File: src/rtl/seq_detect_ctrl.sv
// Programmable serial-pattern detector: loads a pattern, arms on start, counts
// matches on the qualified bit stream and stops in DONE when the target is hit.
module seq_detect_ctrl #(
  parameter int PAT_W = 4,
  parameter int CNT_W = 8
) (
  input  logic             clk,
  input  logic             rst_n,
  input  logic             cfg_we,
  input  logic [PAT_W-1:0] cfg_pattern,
  input  logic             cfg_overlap,
  input  logic [CNT_W-1:0] cfg_target,
  input  logic             start,
  input  logic             abort,
  input  logic             din,
  input  logic             din_valid,
  output logic             detected,
  output logic [CNT_W-1:0] match_cnt,
  output logic             busy,
  output logic             done,
  output logic             cfg_err
);

  localparam int FW = $clog2(PAT_W + 1);
  localparam logic [FW-1:0] FILL_MAX = FW'(PAT_W);

  typedef enum logic [1:0] {IDLE, ARMED, DONE} state_t;

  state_t           state, state_n;
  logic [PAT_W-1:0] pattern_r, pattern_n;
  logic             overlap_r, overlap_n;
  logic [CNT_W-1:0] target_r, target_n;
  logic [PAT_W-1:0] history, history_n;
  logic [FW-1:0]    fill, fill_n;
  logic [CNT_W-1:0] match_cnt_n;
  logic             detected_n, cfg_err_n;

  logic [PAT_W-1:0] hist_shift;
  logic [FW-1:0]    fill_inc;
  logic [CNT_W-1:0] cnt_inc;
  logic             match_hit;

  // The fill count masks stale history so a match needs PAT_W fresh bits.
  assign hist_shift = {history[PAT_W-2:0], din};
  assign fill_inc   = (fill == FILL_MAX) ? fill : fill + 1'b1;
  assign cnt_inc    = (&match_cnt) ? match_cnt : match_cnt + 1'b1;
  assign match_hit  = (hist_shift == pattern_r) && (fill_inc == FILL_MAX);

  always_ff @(posedge clk or negedge rst_n) begin
    if (!rst_n) begin
      state     <= IDLE;
      pattern_r <= '0;
      overlap_r <= 1'b1;
      target_r  <= '0;
      history   <= '0;
      fill      <= '0;
      match_cnt <= '0;
      detected  <= 1'b0;
      cfg_err   <= 1'b0;
      busy      <= 1'b0;
      done      <= 1'b0;
    end else begin
      state     <= state_n;
      pattern_r <= pattern_n;
      overlap_r <= overlap_n;
      target_r  <= target_n;
      history   <= history_n;
      fill      <= fill_n;
      match_cnt <= match_cnt_n;
      detected  <= detected_n;
      cfg_err   <= cfg_err_n;
      busy      <= (state_n == ARMED);
      done      <= (state_n == DONE);
    end
  end

  // Priority: abort, then start, then serial data; config is independent.
  always_comb begin
    state_n     = state;
    pattern_n   = pattern_r;
    overlap_n   = overlap_r;
    target_n    = target_r;
    history_n   = history;
    fill_n      = fill;
    match_cnt_n = match_cnt;
    detected_n  = 1'b0;
    cfg_err_n   = 1'b0;

    if (cfg_we) begin
      if (state == IDLE) begin
        pattern_n = cfg_pattern;
        overlap_n = cfg_overlap;
        target_n  = cfg_target;
      end else begin
        cfg_err_n = 1'b1;
      end
    end

    if (abort) begin
      state_n = IDLE;
    end else if (start && (state != ARMED)) begin
      state_n     = ARMED;
      history_n   = '0;
      fill_n      = '0;
      match_cnt_n = '0;
    end else if ((state == ARMED) && din_valid) begin
      history_n = hist_shift;
      fill_n    = fill_inc;
      if (match_hit) begin
        detected_n  = 1'b1;
        match_cnt_n = cnt_inc;
        if (!overlap_r)
          fill_n = '0;
        if ((target_r != '0) && (cnt_inc == target_r))
          state_n = DONE;
      end
    end
  end

endmodule
File: config.mk
export PLATFORM = sky130hd
export DESIGN_NAME = seq_detect_ctrl
export DESIGN_NICKNAME = d
export VERILOG_FILES = /design/src/rtl/seq_detect_ctrl.sv
export SDC_FILE = /design/constraint.sdc
export NUM_CORES = 1
export LEC_CHECK = 0
export ABC_AREA = 1
export CORE_MARGIN = 3
export CORE_UTILIZATION = 47
export CTS_BUF_LIST = sky130_fd_sc_hd__clkbuf_8 sky130_fd_sc_hd__clkbuf_16
export CTS_CLUSTER_DIAMETER = 120
export CTS_CLUSTER_SIZE = 40
export DETAILED_ROUTE_END_ITERATION = 7
export PLACE_DENSITY = 0.79
export SETUP_SLACK_MARGIN = 0.02
export SYNTH_ARGS = -nofsm -noshare
export SYNTH_HDL_FRONTEND = slang
export SYNTH_SLANG_ARGS = --single-unit
File: constraint.sdc
create_clock -name clk -period 1.9 [get_ports clk]
set_clock_uncertainty 0.2 [all_clocks]
set_input_delay 0.38 -clock clk [delete_from_list [all_inputs] [get_ports clk]]
set_output_delay 0.38 -clock clk [all_outputs]
set_load 0.05 [all_outputs]
Word level (Yosys, flattened, before mapping)
Cells that the tools add are included.
{"block": "op_classes", "addsub": 2, "n_mul": 0, "div_mod_pow": 0, "magnitude_cmp": 0, "n_eq_ne": 8, "shift": 0, "n_mux": 22, "bitwise": 1, "n_reduce_logical": 12}
{"operator": "two-way mux 8 bit", "count": 4}
{"operator": "two-way mux 3 bit", "count": 7}
{"operator": "two-way mux 2 bit", "count": 5}
{"operator": "adder 8 x 1 -> 8 bit (second input constant)", "count": 1}
{"operator": "== test 8 bit", "count": 1}
{"operator": "AND reduction 8 bit", "count": 1}
{"operator": "nonzero test 8 bit", "count": 1}
{"operator": "== test 3 bit (second input constant)", "count": 2}
{"operator": "two-way mux 1 bit", "count": 6}
{"operator": "== test 2 x 1 -> 1 bit (second input constant)", "count": 2}
{"operator": "== test 4 bit", "count": 1}
{"operator": "logical AND 1 bit", "count": 4}
{"operator": "AND reduction 2 bit", "count": 2}
{"operator": "nonzero test 2 bit", "count": 2}
{"operator": "adder 3 x 1 -> 3 bit (second input constant)", "count": 1}
{"operator": "AND reduction 3 bit", "count": 1}
{"operator": "== test 2 bit (second input constant)", "count": 1}
{"operator": "zero test 2 bit", "count": 1}
{"operator": "inequality test 2 x 1 -> 1 bit (second input constant)", "count": 1}
{"operator": "inverter 1 bit", "count": 1}
{"block": "word_totals", "reg_bits": 33, "latch_bits": 0, "ramBits": 0, "mem_bits_ro": 0, "inputBits": 20, "out_inout_bits": 12, "elab_cells": 56, "n_memories": 0}

Longest topological paths before layout
Gate-level depths: netlist (run 1).
{"block": "logic_depth", "word_depth": 10, "mapped_depth": 14, "ltp_nobuf": 14}

Worst setup path after synthesis (run 1)
No wires, ideal clock.
{"block": "synth_timing", "path_kind": "register to register", "start": "reg match_cnt[1]", "end": "reg done", "setup_ps": 69, "arrival_time_ps": 2066, "t_required_ps": 1631, "setup_slack_ps": -435, "stages_incl_launch_ff": 14, "synth_period_minus_slack_ps": 2335, "path_cell_list": "dfrtp_1 ha_1 nand2_1 nor2_4 nand2_2 buf_6 nand2_1 xnor2_1 nand2_1 nor2_2 nand3_2 nand2_1 nand2_1 nor2_2"}
{"block": "synth_via", "elab_chain_cells": 10, "elab_cells_between_ends": 11, "classes_between": "add/sub: 1; eq/ne: 2; mux: 6; reduce/logical: 2"}
{"item": "from (decl)", "line_no": "18", "text": "output logic [CNT_W-1:0] match_cnt,"}
{"item": "from (signal assigned)", "line_no": "69", "text": "match_cnt <= match_cnt_n;"}
{"item": "adder 8 x 1 -> 8 bit or AND reduction 8 bit (tied branches)", "line_no": "46", "text": "assign cnt_inc = (&match_cnt) ? match_cnt : match_cnt + 1'b1;"}
{"item": "two-way mux 8 bit (*)", "line_no": "46"}
{"item": "== test 8 bit (*)", "line_no": "114", "text": "if ((target_r != '0) && (cnt_inc == target_r))"}
{"item": "logical AND 1 bit (*)", "line_no": "114"}
{"item": "two-way mux 2 bit (*)", "line_no": "114"}
{"item": "two-way mux 2 bit (*)", "line_no": "109", "text": "if (match_hit) begin"}
{"item": "two-way mux 2 bit (*)", "line_no": "106", "text": "end else if ((state == ARMED) && din_valid) begin"}
{"item": "two-way mux 2 bit (*)", "line_no": "101", "text": "end else if (start && (state != ARMED)) begin"}
{"item": "two-way mux 2 bit (*)", "line_no": "99", "text": "if (abort) begin"}
{"item": "== test 2 bit (*)", "line_no": "73", "text": "done <= (state_n == DONE);"}
{"item": "to (signal assigned)", "line_no": "73"}
{"item": "to (decl)", "line_no": "20", "text": "output logic done,"}
Mark *: on every way between the ends. The rest lies on a longest branch, timed or not.
A chain may end at the register's enable or synchronous reset.

Worst setup path after layout (run 1)
{"block": "layout_timing", "start": "reg match_cnt[1]", "end": "reg done"}
{"block": "layout_via", "elab_chain_cells": 10, "elab_cells_between_ends": 11, "classes_between": "add/sub: 1; eq/ne: 2; mux: 6; reduce/logical: 2"}
{"item": "adder 8 x 1 -> 8 bit or AND reduction 8 bit (tied branches)", "line_no": "46"}
{"item": "two-way mux 8 bit (*)", "line_no": "46"}
{"item": "== test 8 bit (*)", "line_no": "114"}
{"item": "logical AND 1 bit (*)", "line_no": "114"}
{"item": "two-way mux 2 bit (*)", "line_no": "114"}
{"item": "two-way mux 2 bit (*)", "line_no": "109"}
{"item": "two-way mux 2 bit (*)", "line_no": "106"}
{"item": "two-way mux 2 bit (*)", "line_no": "101"}
{"item": "two-way mux 2 bit (*)", "line_no": "99"}
{"item": "named net state_n[0]", "line_no": "29", "text": "state_t state, state_n;"}
{"item": "== test 2 bit (*)", "line_no": "73"}
The timed path passes the listed nets; every way through them passes the cells marked *.

==> results.md, run 1 <==
- Max-slew violations: 0
- Final period util: 1.032
- Fin Hold WS: 0.2723 ns
- DRC viols: 0
- Startpoint Class: register
- Share of async-settable or async-resettable flops after synthesis: 1.000
- CP Data Required Time: 1.93 ns
- FILL cells: 250
- WL final: 4366 microns
- Post-synth EDFFs: 0
- Die height: 67.85 microns
- Vias in the first global route: 1615
- Status: finished, violations left
- Syn Inst Count: 217
- Critical path capture point type: register
- First-pass GRT wire length: 7134 microns
- Fin crit period: 1.960 ns
- H-tree depth: 2
- Final WS setup: -0.06041 ns
- Die ar.: 4604 sq um
- Initial antenna violation count: 0
- Die W: 67.85 microns
- Via/cell ratio: 5.110
- Hold Vio Cnt, Final: 0
- CTS tree: built
- R2R Path Start: match_cnt[1]$_DFFE_PN0P_
- Syn Area/Cell: 8.286 sq um
- R2R setup slack: -0.06 ns
- Reg clk slew, reported paths: 0.07 ns
- Syn nets: 240
- Post-layout net count: 303
- Area leader, netlist: dfrtp_1
- Total gr overflow: 0
- Row count: 21
- Reg2Reg Depth: 14
- FF-to-FF End: done$_DFF_PN0_
- Failing checks: setup timing
- Finish-stage setup viols: 4
- Syn. warnings: 0
- Post-route ant nets: 0
- Routed len/inst: 13.35 microns
- Pleak: 1.281 nW
- Sequential area share after synthesis: 0.4600
- Io pins: 32
- Reg area: 837.1 sq um
- Largest net degree at the start of global routing: 34
- Fin cells: 327
- Seq cells post-synth: 33
- Slew headroom: 0.8040
- Final core occ: 0.7633
- Area delta synth->final: 48.36%
- Worst IR drop on VDD: 0.0006277 V
- Top-area cell type share of the netlist area: 0.4454
- Port Buffers: 31
- Clock sinks: 33
- Starting density of the core: 0.5145
- CP Data Arrival Time: 1.99 ns
- Yosys cell types: 28
- Clock buffer depth: 2
- DR vias: 1671
- Placeable Area: 3495 sq um
- Synth Cell Area: 1798 sq um
- Most instantiated cells after synthesis: 54 x nand2_1, 32 x dfrtp_1, 24 x nand3_1
- Hpwl dp: 3167 microns
- Top FF cell, synth: dfrtp_1
- Router iterations before antenna repair: 5
- DR iter-0 viols: 85
- Top-count cell post-synth: nand2_1
- PwrDens: 611.9 nW/um^2
- Number of CTS-inserted buffers: 5
- Ranking of synthesized cells by area: dfrtp_1 45%, nand2_1 11%, nand3_1 6.7%
- Area of the multi-input gates: 972.2 sq um
- Hold buffers post-CTS: 0
- Tightest Pin Transition: 0.2930 ns
- Layout cells sized above 1: 0.3701
- Hold Path Class: primary input to asynchronous set/reset pin
- Critical path class: register to register
- Ant diodes: 0
- Max-cap viol count: 0
- Placer congestion estimate: 0.8603
- RSZ-0062 raised after global routing: yes
- Root Driver: clkbuf_8
- GRT Util Overall: 0.2123
- Fmax: 0.5101 GHz
- Critical path peak fanout: 3
- Placed insts: 314
- Clk_lat worst skew: 0.29 ns
- Setup WS pre-CTS: -0.2343 ns
cell families (layout without fill, tap and decap cells):
logic type	after synthesis	in the layout	synth area share
multiplexers	10	10	0.06263
buffers and inverters	29	93	0.06541
AO/OA/AOI/OAI	16	16	0.05080
adder cells (fa/ha/maj)	3	3	0.02088
AND/OR/NAND/NOR	119	119	0.3062
XOR/XNOR	7	7	0.03410
flip-flops	33	33	0.4600
critical path: stages, from the launching register on:
cell and delay, ns:
dfrtp_2 0.38, ha_4 0.16, nand2_4 0.05, nor2_4 0.18, buf_6 0.13, nand2_2 0.04, nand2_2 0.09, nor2_1 0.05
nor2_1 0.12, nand2_1 0.07, nor2_2 0.13, nand3_2 0.10, nand2_2 0.09, inv_2 0.04, nor2_2 0.08
per-layer routing:
metal	up-vias	routed length, microns	part of all wire	GRT usage
met4	0	85	0.019	0.09677
met5	-	0	0	0
met2	54	2245	0.51	0.3694
met1	782	1823	0.42	0.2476
li1	827	-	-	-
met3	8	212	0.049	0.04926
state kept, by name, indices dropped and copies added, names as in the netlist:
signal / cells
busy: 1
cfg_err: 1
detected: 1
done: 1
fill: 3
history: 3
match_cnt: 8
overlap_r: 1
pattern_r: 4
state: 2
target_r: 8
layout by cell type, fill, tap and decap left out, types with 3 or more instances in the layout:
cell,count
clkdlybuf4s50_1,19
nand4_1,3
buf_12,9
mux2_2,10
a21oi_1,5
nand2_4,5
clkbuf_8,5
nand3_2,4
dfrtp_2,8
nor2_2,5
dfrtp_1,24
nand2_1,43
nand3b_1,3
nor2_4,3
inv_1,23
nand2_2,12
xor2_1,4
nor2_1,17
buf_6,4
inv_2,3
nand3_1,22
buf_4,27
o22ai_1,4
area by class of cell:
cell class / instances / area share
inverters: 25 / 0.03612
clock inverters: 3 / 0.004690
multi-input cells: 155 / 0.3644
flip-flops and latches: 33 / 0.3138
well taps: 46 / 0.02158
clock buffers: 5 / 0.02580
repair buffers: 60 / 0.2336
worst max path at each step:
stage	slack, ns	cells after the start	start	to
floorplan	-0.15	13	match_cnt[1]$_DFFE_PN0P_	done$_DFF_PN0_
global placement	-0.16	11	din	done$_DFF_PN0_
CTS	-0.006	15	match_cnt[0]$_DFFE_PN0P_	done$_DFF_PN0_
finish	-0.06	14	match_cnt[1]$_DFFE_PN0P_	done$_DFF_PN0_
detailed placement	-0.23	11	din	done$_DFF_PN0_
global route	-0.16	14	match_cnt[1]$_DFFE_PN0P_	done$_DFF_PN0_
through the flow:
stage | total power [mW] | cell area [sq um] | setup TNS [ns]
after floorplan | 0.9794 | 1826 | -0.5018
after global placement | 1.091 | 2432 | -1.451
after detailed placement | 1.104 | 2432 | -2.298
after CTS | 1.629 | 2605 | -0.006205
after global routing | 1.722 | 2668 | -0.4820
final | 1.632 | 2668 | -0.1481
power by group:
group	switching, mW	internal (mW)	total [mW]
Sequential	0.0476	0.765	0.813
Combinational	0.155	0.165	0.319
Clock	0.254	0.246	0.500
repair_timing:
action                                  CTS  global route
resized for setup                        18            13
cloned                                    0             1
setup buffers                             3             1
pin swaps                                18            12
endpoints found under the setup margin   11            13
No activity file was read; power rests on OpenSTA's default activity.
==> run 2, diff against run 1 <==
--- a/config.mk
+++ b/config.mk
@@ -6,13 +6,14 @@
 export NUM_CORES = 1
 export LEC_CHECK = 0
 export ABC_AREA = 1
+export CAP_MARGIN = 20
 export CORE_MARGIN = 3
-export CORE_UTILIZATION = 47
+export CORE_UTILIZATION = 30
 export CTS_BUF_LIST = sky130_fd_sc_hd__clkbuf_8 sky130_fd_sc_hd__clkbuf_16
 export CTS_CLUSTER_DIAMETER = 120
 export CTS_CLUSTER_SIZE = 40
 export DETAILED_ROUTE_END_ITERATION = 7
-export PLACE_DENSITY = 0.79
+export PLACE_DENSITY = 0.56
 export SETUP_SLACK_MARGIN = 0.02
 export SYNTH_ARGS = -nofsm -noshare
 export SYNTH_HDL_FRONTEND = slang
==> run 2 against run 1 <==
  * The flow still finishes with violations (setup timing)
  * Worst setup slack gained 0.057 ns
  * Largest cell class unchanged
  * Worst hold slack lost 0.0031 ns
  * Final cell count grew 9.8%
==> results.md, run 2 (same netlist as run 1, synthesis figures left out) <==
- Status: finished, violations left (unchanged)
- Failing checks: setup timing (unchanged)
- Die ar.: 6958 sq um (was 4604 sq um)
- Hold Vio Cnt, Final: 0 (unchanged)
- Largest net degree at the start of global routing: 34 (unchanged)
- CP peak stage delay: 0.40 ns (was 0.38 ns)
- CTS tree: built (unchanged)
- Final core occ: 0.4948 (was 0.7633)
- R2R Path Start: match_cnt[1]$_DFFE_PN0P_ (unchanged)
- First-pass GRT wire length: 7300 microns (was 7134 microns)
- Reg clk slew, reported paths: 0.07 ns (about the same)
- Number of CTS-inserted buffers: 5 (unchanged)
- Clk pwr share: 0.298 (was 0.306)
- Clock buffer depth: 2 (unchanged)
- Hpwl dp: 3095 microns (was 3167 microns)
- Biggest regs: match_cnt (8), target_r (8), pattern_r (4) (unchanged)
- Met3 Wirelength: 188 microns (was 212 microns)
- Cells along the critical path: ha_4 > nand2_4 > nor2_4 > buf_6 > nand2_2 > nand2_2 > nand3b_1 > nand2_1 > nand2_1 > nor2_2 > nand3_2 > nand2_2 > nand2_2 > nor2_2 (was ha_4 > nand2_4 > nor2_4 > buf_6 > nand2_2 > nand2_2 > nor2_1 > nor2_1 > nand2_1 > nor2_2 > nand3_2 > nand2_2 > inv_2 > nor2_2)
- Max-cap viol count: 0 (unchanged)
- Sequential Power Share: 0.489 (was 0.498)
- Finish-stage setup viols: 1 (was 4)
- FF-to-FF End: done$_DFF_PN0_ (unchanged)
- Placed Area: 2517 sq um (was 2432 sq um)
- RSZ-0062 raised after global routing: yes (unchanged)
- Row count: 27 (was 21)
- GRT Util Overall: 0.1294 (was 0.2123)
- Critical path capture point type: register (unchanged)
- Die height: 83.42 microns (was 67.85 microns)
- Hold buffers post-CTS: 0 (unchanged)
- CP Data Required Time: 1.92 ns (was 1.93 ns)
- P_sw: 0.4639 mW (was 0.4563 mW)
- Final period util: 1.002 (was 1.032)
- Most common cell after layout, fill and taps aside: nand2_1 (unchanged)
- Max layer used: met4 (unchanged)
- Reg2Reg Depth: 14 (unchanged)
- Post-layout net count: 309 (was 303)
- Tightest Pin Transition: 0.2981 ns (was 0.2930 ns)
- Fmax: 0.5254 GHz (was 0.5101 GHz)
- Worst path top cell family by delay: simple AND/OR/NAND/NOR gates (unchanged)
- Sw frac: 0.2783 (was 0.2795)
- Clock sinks: 33 (unchanged)
- DRC viols: 0 (unchanged)
- Met1 wire length: 1882 microns (was 1823 microns)
- Via/cell ratio: 4.624 (was 5.110)
- Initial antenna violation count: 0 (unchanged)
- Crit-path most repeated cell: nand2_2 (unchanged)
- Placer congestion estimate: 0.7954 (was 0.8603)
- Io pins: 32 (unchanged)
- Post-route ant nets: 0 (unchanged)
- DR iter-0 viols: 52 (was 85)
- Final WS setup: -0.003424 ns (was -0.06041 ns)
- Critical path class: register to register (unchanged)
- Starting density of the core: 0.3187 (was 0.5145)
- PwrDens: 597.3 nW/um^2 (was 611.9 nW/um^2)
- H-tree depth: 2 (unchanged)
- Commonest non-fill, non-tap cells in the layout: 41 x nand2_1, 33 x buf_4, 24 x dfrtp_1 (was 43 x nand2_1, 27 x buf_4, 24 x dfrtp_1)
- Met2 routed WL: 2127 microns (was 2245 microns)
- Hold Path Class: primary input to asynchronous set/reset pin (unchanged)
- Total power: 1.667 mW (was 1.632 mW)
- Area delta synth->final: 55.25% (was 48.36%)
- Layout cells sized above 1: 0.4146 (was 0.3701)
- WL final: 4257 microns (was 4366 microns)
- CP Data Arrival Time: 1.93 ns (was 1.99 ns)
- Clk_lat worst skew: 0.29 ns (about the same)
- Startpoint Class: register (unchanged)
- Ant diodes: 0 (unchanged)
- Root Driver: clkbuf_8 (unchanged)
- Internal Power: 1.203 mW (was 1.176 mW)
- Crit path buf inv count: 1 (was 2)
- Max-slew violations: 0 (unchanged)
- Setup WS pre-CTS: -0.1996 ns (was -0.2343 ns)
- Worst IR drop on VDD: 0.0004464 V (was 0.0006277 V)
- Placeable Area: 5642 sq um (was 3495 sq um)
- Slew headroom: 0.7994 (was 0.8040)
- Router iterations before antenna repair: 4 (was 5)
- Vias in the first global route: 1647 (was 1615)
- DR vias: 1660 (was 1671)
- Routed len/inst: 11.86 microns (was 13.35 microns)
- Critical path peak fanout: 6 (was 3)
- Comb pwr share: 0.213 (was 0.196)
- CP max stage cell: dfrtp_2 (unchanged)
- Die W: 83.42 microns (was 67.85 microns)
- Port Buffers: 31 (unchanged)
- R2R setup slack: -0.003 ns (was -0.06 ns)
- Finished Cell Area: 2791 sq um (was 2668 sq um)
- Total gr overflow: 0 (unchanged)
- Fin crit period: 1.903 ns (was 1.960 ns)
- Pleak: 1.303 nW (was 1.281 nW)
run 2: cell count changes in the layout (fill, tap and decap cells not counted), moves of 2 or more:
| cell | previous run | this run |
|---|---|---|
| buf_4 | 27 | 33 |
| nand2_1 | 43 | 41 |
| nand3_1 | 22 | 19 |
| nand3_2 | 4 | 7 |
| nor2_1 | 17 | 14 |
| nor2_2 | 5 | 8 |
run 2: area by class of cell:
class / count / area [sq um]
multi-input cells: 155 / 1008
clock inverters: 3 / 12.51
clock buffers: 5 / 68.82
repair buffers: 66 / 678.2
flip-flops and latches: 33 / 837.1
well taps: 72 / 90.09
fillers: 557 / 2850
inverters: 25 / 96.34
run 2: what timing repair did:
action,in CTS,in global routing
gates resized for setup,9,34
pin swaps,7,7
hold endpoints to repair,0,0
buffers inserted,2,2
setup endpoints to repair,12,16
run 2: how the worst max path moves through the flow:
stage,from,to,slack (ns),cells past startpoint
finish,match_cnt[1]$_DFFE_PN0P_,done$_DFF_PN0_,-0.003,14
global placement,din,done$_DFF_PN0_,-0.15,11
detailed placement,din,done$_DFF_PN0_,-0.20,11
floorplan,match_cnt[1]$_DFFE_PN0P_,done$_DFF_PN0_,-0.15,13
CTS,fill[1]$_DFFE_PN0P_,done$_DFF_PN0_,-0.002,12
global route,match_cnt[1]$_DFFE_PN0P_,done$_DFF_PN0_,-0.14,14
run 2: power groups by stage:
stage,Combinational [mW],Clock (mW),Sequential (mW)
detailed placement,0.298,0,0.825
global route,0.395,0.555,0.823
floorplan,0.158,0,0.821
finish,0.355,0.497,0.815
global placement,0.296,0,0.824
CTS,0.310,0.519,0.812
run 2: per-stage QoR:
step	hold WS, ns	setup TNS [ns]	instances
final	0.2692	-0.003424	359
after global routing	0.2772	-0.4265	359
after CTS	0.2752	-0.002033	357
after global placement	0.3067	-1.917	347
after floorplan	-0.1156	-0.5018	217
after detailed placement	0.3123	-2.304	347
run 2: routing by layer:
layer,GRT usage,vias to the layer above
met2,0.2325,31
met4,0.03947,0
met1,0.1538,781
met5,0,-
met3,0.02778,7
li1,-,841
